## src/rtl/comb_1.sv

```systemverilog
// rtl/comb_1.sv - lamp-control function L = (D & X) | A with registered copy and saturating true-cycle counter
module comb_1 #(
    parameter int COUNT_W = 8
) (
    input  logic               clk,
    input  logic               rst,
    input  logic               D,
    input  logic               X,
    input  logic               A,
    output logic               L_comb,
    output logic               L,
    output logic [COUNT_W-1:0] L_cnt
);

    logic f;

    // A overrides the D/X qualifier pair.
    assign f      = (D & X) | A;
    assign L_comb = f;

    always_ff @(posedge clk) begin
        if (rst) begin
            L     <= 1'b0;
            L_cnt <= '0;
        end else begin
            L <= f;
            // Saturate at all-ones so a long-true condition never wraps to a small count.
            if (f && (L_cnt != {COUNT_W{1'b1}})) begin
                L_cnt <= L_cnt + 1'b1;
            end
        end
    end

endmodule

```

## config.mk

```make
export PLATFORM = sky130hd
export DESIGN_NAME = comb_1
export DESIGN_NICKNAME = d
export VERILOG_FILES = /design/src/rtl/comb_1.sv
export SDC_FILE = /design/constraint.sdc
export NUM_CORES = 1
export LEC_CHECK = 0
export BUFFER_PORTS_ARGS = -buffer_cell sky130_fd_sc_hd__buf_2
export CORE_AREA = 2 2 39 41
export DETAILED_ROUTE_END_ITERATION = 10
export DIE_AREA = 0 0 41 43
export RECOVER_POWER = 50
export SETUP_SLACK_MARGIN = 0.4
export SLEW_MARGIN = 20
export SYNTH_ARGS = -nofsm -noshare
export SYNTH_HDL_FRONTEND = slang
export SYNTH_SLANG_ARGS = --single-unit
```

## constraint.sdc

```tcl
create_clock -name clk -period 1.57 [get_ports clk]
set_input_delay 0.314 -clock clk [delete_from_list [all_inputs] [get_ports clk]]
set_output_delay 0.314 -clock clk [all_outputs]
set_load 0.01 [all_outputs]
```

---- After elaboration in Yosys (flattened, before gate mapping) ----
Index checks and enable logic that the tools add are counted.
cells by class
  divide/modulo/power cells ............... 0
  multiply operators ...................... 0
  add/sub/neg operators ................... 1
  bitwise logic cells ..................... 2
  shifts and indexed selects .............. 0
  equal/unequal tests ..................... 1
  mux-type cells .......................... 0
  reduce and logical (&&, ||, !) cells .... 1
  $lt $le $gt $ge ......................... 0
operator list
  operator                                                       count
  8-bit by 1-bit adder with 8-bit output, second input constant  1
  8-bit inequality test, second input constant                   1
  1-bit AND                                                      1
  1-bit logical AND                                              1
  1-bit OR                                                       1
word-level totals
  memories kept ........................... 0
  bits in writable memories ............... 0
  logic and storage cells ................. 7
  bits in read-only memories .............. 0
  output and inout port bits .............. 10
  bits in latches ......................... 0
  register bits after elaboration ......... 9

---- Logic depth before layout (Yosys ltp) ----
  word-level depth ........................ 3
  mapped depth ............................ 5
  gate-level depth less buffers ........... 5

---- Worst setup path before layout ----
No wires, ideal clock.
  path kind ............................... register to register
  start ................................... register L_cnt[0]
  end ..................................... register L_cnt[1]
  cell stages (with the launch flop) ...... 6
  period minus slack after synthesis ...... 1.304 ns
  slack ................................... 0.266 ns
  data required time ...................... 1.456 ns
  setup time .............................. 0.114 ns
  data arrival time ....................... 1.190 ns
  cells stage by stage .................... dfxtp_1 -> ha_1 -> nand4_1 -> o21ai_2 -> mux2i_1 -> nor2_1
between the ends
  word-level cells in the longest chain between the ends .. 2
  elaborated cells between the ends (all ways) .. 3
  those cells by class .................... add/sub: 1; eq/ne: 1; reduce/logical: 1
RTL lines
  item                                                                            line  source
  from (decl)                                                                     12    output logic [COUNT_W-1:0] L_cnt
  from (signal assigned)                                                          29    L_cnt <= L_cnt + 1'b1;
  branches (longest 2 deep; another with 8-bit by 1-bit adder with 8-bit output)  --
Several ways; the timed one is not identified.
A chain may end at the register's enable or synchronous reset.

---- Worst setup path in the final report ----
  start ................................... register L_cnt[1]
  end ..................................... register L_cnt[1]
Same word-level chain as after synthesis.

==> flow_summary.json <==
{
  "status": "completed",
  "crit_fanout": 4,
  "vias": 416,
  "clock_latency_ns": 0.26,
  "pre_cts_ws_ns": 0.331,
  "gr-total-overflow": 0,
  "cts_hold_buf": 0,
  "synth-adder-area-share_pct": 2.86,
  "num-nets-final": 75,
  "avgViaCountPerCell": 4.95,
  "die_w_um": 41,
  "maxSlewHeadroom_pct": 82.5,
  "synthCells": 48,
  "p_leak_nw": 0.224,
  "cp_top_family": "flip-flops",
  "antenna_found_initial": 0,
  "final_cell_mix": "13 x buf_2, 7 x dfxtp_1, 7 x nor2_1",
  "endpoint": "L_cnt[1]$_SDFFE_PP0P_",
  "hold_path_class": "in -> reg",
  "synthMuxAreaShare_pct": 2.29,
  "period_needed_ns": 1.28,
  "fmax_mhz": 781,
  "cp.depth": 5,
  "placed_cells": 78,
  "cap_violations": 0,
  "internal_power_uw": 363,
  "drt_iter0_drc": 17,
  "critPathRequiredTime_ns": 1.72,
  "antenna_cells": 0,
  "drc": 0,
  "core_area_mm2": 0.00138,
  "switching_share_pct": 25.4,
  "drive_above_1_share_pct": 42.6,
  "yosys.area_share.simple_pct": 30.0,
  "ys_top_cells_by_area": "dfxtp_1 41%, nor2_1 6.9%, a21oi_1 3.4%, nand3_1 3.4%, nor3_1 3.4%",
  "cts.sinks": 9,
  "first_global_vias": 347,
  "power.density_mw_per_mm2": 850,
  "endpoint_kind": "register",
  "yosys.area_share.xor_xnor_pct": 4.00,
  "synth_area_leader_cell": "dfxtp_1",
  "htreeDepth": 1,
  "dp_hpwl_um": 658,
  "ys_types": 26,
  "grt_pass1_wl_um": 1420,
  "fin_cells": 84,
  "worst_slew_pin_slew_ns": 0.260,
  "synth_warnings": 0,
  "cts_buffers": 3,
  "comb_power_share_pct": 12.0,
  "first_pass_iters": 4,
  "antenna_left": 0,
  "globalplace.congestion": 0.812,
  "area_growth_pct": 30.9,
  "rsz0062_at_grt": "yes",
  "path_buf_inv": 0,
  "cts.path.max_buffers": 2,
  "report.final.hold_viol_count": 0,
  "rr_endpoint": "L_cnt[1]$_SDFFE_PP0P_",
  "synth_compound_area_share_pct": 16.3,
  "dieHeight_um": 43,
  "synth_top_family_by_area": "simple AND/OR/NAND/NOR gates",
  "fill_cells": 152,
  "grt_max_degree": 10,
  "clk_root_buffer_cell": "clkbuf_4",
  "crit_path_start_kind": "register",
  "worstRegToRegCells": 5,
  "io_pins": 15,
  "slew_viol_final": 0,
  "yosysTopAreaCellShare_pct": 41.1,
  "routedWlPerCell_um": 11.3,
  "port-buffer-count": 14,
  "crit_arrival_ns": 1.43,
  "num_rows": 14,
  "routed_wirelength_um": 951,
  "r2r_slack_ns": 0.29,
  "synth_area_um2": 438,
  "start_util_pct": 31.6,
  "yosysSeqAreaShare_pct": 41.1,
  "cts_tree": "done",
  "seq_power_share_pct": 50.9,
  "syn_nets": 54,
  "min_period_over_period_pct": 81.6,
  "fin_skew_ns": 0.00452,
  "avgSynthCellArea_um2": 9.12,
  "worstSetupPathType": "reg -> reg",
  "layout_commonest_cell": "buf_2",
  "ys_seq_elements": 9,
  "netSwitchingPower_uw": 124,
  "fin_hold_ws_ns": 0.338,
  "clkTransAtPathRegs_ns": 0.06,
  "die_area_mm2": 0.00176,
  "setup_viol": 0,
  "cpMaxStageDelayCell": "dfxtp_1",
  "startpoint": "L_cnt[1]$_SDFFE_PP0P_",
  "cp_slowest_stage_delay_ns": 0.41,
  "path_cells": "ha_4 -> nand4_1 -> o21ai_2 -> mux2i_1 -> nor2_1",
  "p_clk_share_pct": 37.0,
  "setup_tns_ns": 0,
  "final_util_pct": 41.4,
  "worst_slack_ns": 0.290,
  "peakVddDrop_mv": 0.455,
  "grtUsageTotal_pct": 12.7,
  "r2r-start": "L_cnt[1]$_SDFFE_PP0P_"
}
==> final cells by class <==
class | count | area [um2] | share of cell area, %
tap | 16 | 20.0 | 3.49
inverter | 1 | 3.75 | 0.655
sequential | 9 | 183 | 31.9
timing repair buffer | 17 | 87.6 | 15.3
clock buffer | 4 | 26.3 | 4.59
multi-input combinational | 37 | 253 | 44.1
==> cells in the mapped netlist (all sizes together) <==
cell type  n
a31oi      1
inv        1
xor2       1
a21oi      4
nand2      1
nor3       4
o21ai      2
a211oi     3
and4       1
nand2b     2
ha         1
nor2       8
buf        1
xnor2      1
mux2i      1
and2b      1
nand3      4
nor3b      1
dfxtp      9
nand4      1
==> worst register-to-register path: cells and delay by family, from the launching register on <==
| family | cells | cell delay (ns) |
|---|---|---|
| AOI/OAI and AO/OA | 1 | 0.20 |
| adders and majority gates | 1 | 0.17 |
| DFF | 1 | 0.41 |
| muxes | 1 | 0.20 |
| and+or+nand+nor | 2 | 0.19 |
==> power by group through the flow <==
| stage | sequential, mW | clock [mW] | combinational (mW) |
|---|---|---|---|
| 6_report | 0.248 | 0.181 | 0.0585 |
| 5_1_grt | 0.250 | 0.200 | 0.0662 |
| 4_1_cts | 0.250 | 0.185 | 0.0615 |
| 3_5_place_dp | 0.256 | 0 | 0.0556 |
| 3_3_place_gp | 0.255 | 0 | 0.0553 |
| 2_1_floorplan | 0.259 | 0 | 0.0303 |
==> flip-flops by register name (all words and copies together), names as in the netlist <==
register and cells:
L_cnt 8, L 1
==> timing repair <==
action / in CTS / in global routing
gates cloned: 0 / 0
setup buffers: 2 / 0
pin swaps: 3 / 3
hold endpoints to repair: 0 / 0
resized for setup: 2 / 5
setup endpoints to repair: 4 / 9
==> metal layers <==
layer,wire length (um),up-vias,GRT usage (%)
met5,0,-,0
met1,431,185,15.5
met4,17,0,6.00
li1,-,213,-
met2,414,14,15.9
met3,87,4,9.42
==> cells by family (layout without fill, tap and decap cells) <==
group,Yosys count,count (layout)
AOI/OAI and AO/OA,10,10
muxes,1,1
xor gates and xnor gates,2,2
adders and majority gates,1,1
DFF,9,9
and+or+nand+nor,23,23
buffers and inverters,2,22
==> metrics by stage <==
step | total power, mW | area (um2)
2_1_floorplan | 0.290 | 458
3_3_place_gp | 0.310 | 544
3_5_place_dp | 0.312 | 544
4_1_cts | 0.496 | 588
5_1_grt | 0.516 | 573
6_report | 0.487 | 573
==> worst min path at each step <==
| stage | startpoint | depth (start not counted) | end |
|---|---|---|---|
| after detailed placement | L_cnt[1]$_SDFFE_PP0P_ | 2 | L_cnt[1]$_SDFFE_PP0P_ |
| after global routing | rst | 2 | L_cnt[3]$_SDFFE_PP0P_ |
| after floorplan | A | 2 | L$_SDFF_PP0_ |
| after global placement | L_cnt[1]$_SDFFE_PP0P_ | 2 | L_cnt[1]$_SDFFE_PP0P_ |
| final | rst | 2 | L_cnt[3]$_SDFFE_PP0P_ |
| after CTS | rst | 2 | L_cnt[3]$_SDFFE_PP0P_ |
Power figures use the tool's default switching activity.
